$ cat config.mk
export PLATFORM = sky130hd
export DESIGN_NAME = knn_distance_topk
export DESIGN_NICKNAME = d
export VERILOG_FILES = /design/src/rtl/knn_distance_topk.sv
export SDC_FILE = /design/constraint.sdc
export NUM_CORES = 1
export LEC_CHECK = 0
export CAP_MARGIN = 0
export CORE_MARGIN = 5
export CORE_UTILIZATION = 27
export DETAILED_ROUTE_END_ITERATION = 6
export GPL_ROUTABILITY_DRIVEN = 1
export PLACE_DENSITY = 0.55
export SLEW_MARGIN = 5
export SYNTH_ARGS = -nofsm -noshare
export SYNTH_HDL_FRONTEND = slang
export SYNTH_SLANG_ARGS = --single-unit
$ cat constraint.sdc
create_clock -name clk -period 11.3 [get_ports clk]
set_input_delay 2.26 -clock clk [delete_from_list [all_inputs] [get_ports clk]]
set_output_delay 2.26 -clock clk [all_outputs]
set_load 0.01 [all_outputs]
$ cat src/rtl/knn_distance_topk.sv
// KNN distance/top-K stage: Manhattan distance per training sample,
// sorted K-nearest list, then majority vote over the kept labels.
module knn_distance_topk #(
  parameter int W  = 8,
  parameter int N  = 4,
  parameter int K  = 3,
  parameter int L  = 2,
  parameter int DW = 10
) (
  input  logic            clk,
  input  logic            rst,
  input  logic            start,
  input  logic [N*W-1:0]  query,
  input  logic            train_valid,
  output logic            train_ready,
  input  logic [N*W-1:0]  train_feat,
  input  logic [L-1:0]    train_label,
  input  logic            train_last,
  output logic            busy,
  output logic            result_valid,
  output logic [L-1:0]    result_class,
  output logic [DW-1:0]   nearest_dist,
  output logic            inference_done
);

  localparam int NW = (N > 1) ? $clog2(N) : 1;
  localparam int PW = (K > 1) ? $clog2(K) : 1;
  localparam int CW = $clog2(K + 1);

  typedef enum logic [2:0] {
    IDLE, LOAD, ACCUM, INSERT, VOTE, DONE
  } state_t;

  state_t           state;
  logic [N*W-1:0]   q_reg;
  logic [N*W-1:0]   t_feat;
  logic [L-1:0]     t_label;
  logic             t_last;
  logic [DW-1:0]    acc;
  logic [NW-1:0]    fidx;
  logic [DW-1:0]    ent_dist  [K];
  logic [L-1:0]     ent_label [K];
  logic [K-1:0]     ent_valid;
  logic [L-1:0]     vcls;
  logic [L-1:0]     best;
  logic [L-1:0]     best_n;
  logic [CW-1:0]    best_cnt;
  logic [CW-1:0]    cnt;
  logic [W-1:0]     qf;
  logic [W-1:0]     tf;
  logic [W-1:0]     diff;
  logic [PW-1:0]    ins_pos;
  logic             ins_hit;

  assign qf   = q_reg[int'(fidx)*W +: W];
  assign tf   = t_feat[int'(fidx)*W +: W];
  assign diff = (qf > tf) ? qf - tf : tf - qf;

  // Scan from the tail so the lowest qualifying index wins.
  always_comb begin
    ins_hit = 1'b0;
    ins_pos = '0;
    for (int i = K - 1; i >= 0; i--) begin
      if (!ent_valid[i] || acc < ent_dist[i]) begin
        ins_hit = 1'b1;
        ins_pos = PW'(i);
      end
    end
  end

  always_comb begin
    cnt = '0;
    for (int i = 0; i < K; i++) begin
      if (ent_valid[i] && ent_label[i] == vcls)
        cnt = cnt + CW'(1);
    end
  end

  assign best_n = (cnt > best_cnt) ? vcls : best;

  always_ff @(posedge clk) begin
    if (rst) begin
      state          <= IDLE;
      train_ready    <= 1'b0;
      busy           <= 1'b0;
      result_valid   <= 1'b0;
      result_class   <= '0;
      nearest_dist   <= '0;
      inference_done <= 1'b0;
      q_reg          <= '0;
      t_feat         <= '0;
      t_label        <= '0;
      t_last         <= 1'b0;
      acc            <= '0;
      fidx           <= '0;
      ent_valid      <= '0;
      vcls           <= '0;
      best           <= '0;
      best_cnt       <= '0;
      for (int i = 0; i < K; i++) begin
        ent_dist[i]  <= '1;
        ent_label[i] <= '0;
      end
    end else begin
      inference_done <= 1'b0;
      unique case (state)
        IDLE, DONE: begin
          if (start) begin
            q_reg        <= query;
            ent_valid    <= '0;
            result_valid <= 1'b0;
            train_ready  <= 1'b1;
            busy         <= 1'b1;
            state        <= LOAD;
            for (int i = 0; i < K; i++)
              ent_dist[i] <= '1;
          end
        end
        LOAD: begin
          if (train_valid) begin
            t_feat      <= train_feat;
            t_label     <= train_label;
            t_last      <= train_last;
            acc         <= '0;
            fidx        <= '0;
            train_ready <= 1'b0;
            state       <= ACCUM;
          end
        end
        ACCUM: begin
          acc  <= acc + DW'(diff);
          fidx <= fidx + NW'(1);
          if (fidx == NW'(N - 1))
            state <= INSERT;
        end
        INSERT: begin
          for (int i = K - 1; i > 0; i--) begin
            if (ins_hit && PW'(i) > ins_pos) begin
              ent_dist[i]  <= ent_dist[i-1];
              ent_label[i] <= ent_label[i-1];
              ent_valid[i] <= ent_valid[i-1];
            end
          end
          if (ins_hit) begin
            ent_dist[ins_pos]  <= acc;
            ent_label[ins_pos] <= t_label;
            ent_valid[ins_pos] <= 1'b1;
          end
          if (t_last) begin
            vcls     <= '0;
            best     <= '0;
            best_cnt <= '0;
            state    <= VOTE;
          end else begin
            train_ready <= 1'b1;
            state       <= LOAD;
          end
        end
        VOTE: begin
          if (cnt > best_cnt) begin
            best     <= vcls;
            best_cnt <= cnt;
          end
          if (vcls == '1) begin
            result_class   <= best_n;
            nearest_dist   <= ent_dist[0];
            result_valid   <= 1'b1;
            inference_done <= 1'b1;
            busy           <= 1'b0;
            state          <= DONE;
          end else begin
            vcls <= vcls + L'(1);
          end
        end
        default: state <= IDLE;
      endcase
    end
  end

endmodule
Word-level counts from Yosys, hierarchy flattened
Memories as Yosys holds them, arrays and structs flattened.
Cells that the tools add are included.

operators by class
  add/sub/neg operators = 7
  $mul = 0
  divide/modulo/power cells = 0
  order comparisons = 9
  eq/ne operators = 19
  shift operators = 2
  multiplexer cells = 79
  bitwise operators = 9
  reduce and logical (&&, ||, !) cells = 34

operators by type and width
  operator               number
  $mux W10               7
  $shiftx A32 B6 Y8      2
  $mux W1                38
  $lt A10 B10 Y1         3
  $mux W2                15
  $mux W3                7
  $pmux W10 S2           1
  $ne A2 B2 Y1 const B   9
  $pmux W2 S2            4
  $sub A8 B8 Y8          2
  $pmux W3 S5            1
  $reduce_and A2 Y1      6
  $reduce_and A3 Y1      4
  $add A10 B8 Y10        1
  $reduce_or A10 Y1      1
  $add A2 B1 Y2 const B  4
  $gt A8 B8 Y1           1
  $mux W8                1
  $reduce_and A4 Y1      2
  $reduce_bool A2 Y1     4
  $or A1 B1 Y1           7
  $eq A2 B2 Y1           3
  $eq A3 B2 Y1 const B   2
  $eq A3 B3 Y1 const B   2
  other kinds (19)       32

storage, ports and cells
  flip-flop bits (word level) = 107
  bits in latches = 0
  bits in writable memories = 36
  bits in read-only memories = 0
  output and inout port bits = 16
  word-level logic and storage cells = 179
  memories kept = 2

memories
  name       words  width  read ports  clocked after memory_dff  wr ports  RTL line  RTL
  ent_dist   3      10     3           0                         3         41        logic [DW-1:0] ent_dist [K];
  ent_label  3      2      3           0                         3         42        logic [L-1:0] ent_label [K];

Depth between registers and ports, before layout
An unclocked memory read counts as a cell.

  depth after elaboration = 14
  mapped depth = 20
  depth with buffers taken out = 18

Least setup slack after synthesis
OpenSTA, ideal clock, no wires.

  path type = register to register
  start = register fidx[0]
  end = register acc[9]
  data arrival time = 4.365 ns
  setup slack = 6.803 ns
  stages on the path, launching flop included = 20
  buffers on the path = 2
  clock period less this slack = 4.497 ns
  cell sequence = dfxtp_1 -> clkbuf_1 -> clkbuf_1 -> mux4_2 -> inv_1 -> ha_1 -> inv_1 -> fa_1 -> nand3_1 -> a21oi_1 -> o21ai_1 -> mux2_1 -> and2_1 -> a211oi_1 -> ha_1 -> a2111oi_0 -> o21ai_0 -> a31oi_1 -> or3_1 -> a21oi_1

between the ends
  cells in the longest elaborated chain, start to end = 5
  elaborated cells between the ends (all ways) = 8

ends and longest elaborated chain
  what                                                  RTL line  RTL
  start, declared                                       40        logic [NW-1:0] fidx;
  start signal, assigned                                132       fidx <= fidx + NW'(1);
  $shiftx A32 B6 Y8, on equally long branches           56, 55
  $sub A8 B8 Y8 / $gt A8 B8 Y1 (equally long branches)  57        assign diff = (qf > tf) ? qf - tf : tf - qf;
  $mux W8 *                                             57
  $add A10 B8 Y10 *                                     131       acc <= acc + DW'(diff);
  $pmux W10 S2 *                                        106       unique case (state)
  end signal, assigned                                  131
  end, declared                                         39        logic [DW-1:0] acc;

Mark *: on every way between the ends. The rest lies on a longest branch, timed or not.
A chain may end at the register's enable or synchronous reset.

Final worst setup path
  start = register fidx[1]
  end = register acc[9]

Same word-level chain as after synthesis.

==> flow_summary.ini <==
[route]
drtIter0Drc = 365
routed-via-count = 6363
wl_met2_um = 8850
antenna_left = 0
wl_met3_um = 573
wl_met1_um = 10100
drc = 0
vias_per_cell = 4.72
wl_per_cell_um = 14.7
dr.max_layer_used = met4
wl_um = 19800
drtPass1Iterations = 5

[min_path]
holdCritStartpoint = t_feat[17]
hold_path_class = reg -> reg

[setup_path]
crit_end = acc[9]
worst_ep_arrival_time_ns = 5.31
cp_max_fo = 18
cp_num_cells = 15
path_cells = mux4_2 > inv_1 > ha_1 > a211oi_1 > o21bai_1 > o21ai_1 > mux2_1 > and2_1 > a211oi_1 > ha_1 > a2111oi_0 > o21ai_0 > a31oi_1 > or3_1 > a21oi_1
ff2ff_path_depth = 15
max_stage_delay_ns = 0.98
timing.rr.end = acc[9]
endpoint_kind = register
cp.buffers_inverters = 1
rr_startpoint = fidx[1]
cp.required_ns = 11.56
critPathTopFamily = compound AO/OA/AOI/OAI gates
crit_path_start = fidx[1]
cpMaxStageDelayCell = dfxtp_1
reg2reg_slack_ns = 6.25
crit_type = reg -> reg
cp-start-kind = register

[power_and_ir_drop]
power_density_nw_per_um2 = 186
ir_drop_mv = 0.140
p_leak_uw = 0.00389
power_uw = 1780

[timing]
clock.fmax_ghz = 0.198
period_needed_ns = 5.05
slew_violations = 0
rsz0062_at_grt = false
relSlewSlack_pct = 20.1
finalSetupTns_ns = 0
min_period_over_period_pct = 44.7
setup_violations = 0
tightest_slew_ns = 1.20
hold_viol = 0
finalClockSkew_ns = 0.00922

[synth]
async_flop_share_pct = 0
ys.flop_type = dfxtp_1
netlist_area_um2 = 7820
synth_edf_count = 36
synth_fp_nets = 1021
syn_area_per_cell_um2 = 8.77
syn_inst = 891
synth.distinct_cells = 65
yosysWarnings = 0
synth_seq_cells = 143
ys_seq_area_share_pct = 41.2

[die]
start_util_pct = 27.3
fp.dieW_um = 180
core_area_um2 = 28600
std_cell_rows = 62
fp.dieArea_um2 = 32500
die-height_um = 180
io_pins = 87

[placement]
dp_cells = 1315
dpl_cell_area_um2 = 8970
hpwl_um = 14400
io_buffers = 86
gp_congestion = 0.838

[clock_network]
ctsResizeCount = 0
cts-root-buf = clkbuf_16
holdBufCountCts = 0
clock_sinks = 143
post_cts_buffers = 0
insertion_delay_ns = 0.43
cts_buffers = 17
ctsHtreeMaxLevel = 4
clk_pin_slew_ns = 0.07
max-clock-path-buffers = 2
cts_tree = done

[layout]
n_fill_cell = 2997
fin_cells = 1347
utilization_pct = 33.4
nets = 1080
stdcell_area_um2 = 9560
area_growth_pct = 22.2
drive_above_1_share_pct = 7.17
diodes = 0

[global_route]
antenna_found_initial = 0
grt_usage_pct = 12.3
overflow = 0
grt_pass1_wl_um = 32800
grt_start_max_net_pins = 107
grt_pass1_vias = 6262

[job]
max_cap_viol_count = 0

[status]
status = finished, final reports clean
==> cells by family (layout without fill, tap and decap cells) <==
group / after synthesis / after routing / share of synthesized area (%)
simple gates: 316 / 316 / 17.5
compound gates: 209 / 209 / 16.8
flops: 143 / 143 / 41.2
buf+inv: 113 / 185 / 5.83
fa+ha+maj: 59 / 59 / 9.73
mux: 34 / 34 / 6.96
xor+xnor: 17 / 17 / 1.90
==> through the flow <==
stage	hold slack (ns)	setup WS, ns
after global placement	0.441	6.37
final	0.451	6.25
after global routing	0.474	5.85
after CTS	0.452	6.17
after floorplan	0.433	6.80
after detailed placement	0.443	6.20
==> cell usage after synthesis (4+ instances only) <==
cell / n / area, µm²
a21o_1: 15 / 113
buf_2: 10 / 50.1
a21oi_1: 102 / 510
xnor2_1: 12 / 105
nor2_1: 56 / 210
edfxtp_1: 36 / 1080
ha_1: 56 / 701
nand3_1: 23 / 115
a211oi_1: 9 / 67.6
o21ai_0: 20 / 100
o2111ai_1: 5 / 43.8
buf_1: 4 / 15.0
nor3_1: 5 / 25.0
nand2_1: 185 / 694
a31oi_1: 8 / 50.1
o32a_1: 10 / 100
mux2i_1: 15 / 150
nand2b_1: 12 / 75.1
o211ai_1: 4 / 30.0
nor2b_1: 6 / 37.5
dfxtp_1: 107 / 2140
inv_1: 59 / 221
xor2_1: 5 / 43.8
and3_1: 8 / 50.1
mux4_2: 16 / 360
clkbuf_1: 34 / 128
a22oi_1: 7 / 52.6
==> worst min-delay path by stage <==
stage	slack (ns)	to	depth (start not counted)
global placement	0.44	t_feat[21]	2
CTS	0.45	t_feat[17]	2
global route	0.47	q_reg[21]	2
detailed placement	0.44	t_feat[17]	2
floorplan	0.43	q_reg[10]	2
finish	0.45	t_feat[17]	2
==> cell usage in the layout, fill, tap and decap left out, drive strengths merged, types with 15 or more instances in the layout <==
cell type,synthesis,final
inv,61,75
a21o,16,16
nand3,24,24
clkdlybuf4s50,0,85
dfxtp,107,107
clkbuf,34,17
nand2,185,185
mux4,16,16
ha,56,56
nor2,57,57
mux2i,15,15
a21oi,103,103
edfxtp,36,36
o21ai,22,22
==> final cells by class <==
cell class,instances,area (µm²),share of cell area (%)
clock inverter,15,156,1.64
tap,384,480,5.03
multi-input combinational,635,4140,43.3
inverter,61,229,2.40
clock buffer,17,425,4.45
timing repair buffer,92,903,9.45
sequential,143,3220,33.7
==> layer usage <==
metal | track usage, % | vias up
li1 | - | 3224
met3 | 1.90 | 22
met2 | 18.8 | 120
met1 | 17.7 | 2997
met4 | 4.20 | 0
met5 | 0 | -
==> report_power, final <==
group	switching, µW	internal, µW	total, µW
clock network	260	298	558
registers	47.6	576	624
logic	347	251	598
==> worst min-delay path: stages (launching register included) <==
cell     delay [ns]
dfxtp_1        0.31
nand2_1        0.05
a21oi_1        0.05
(Power assumes the default switching activity.)
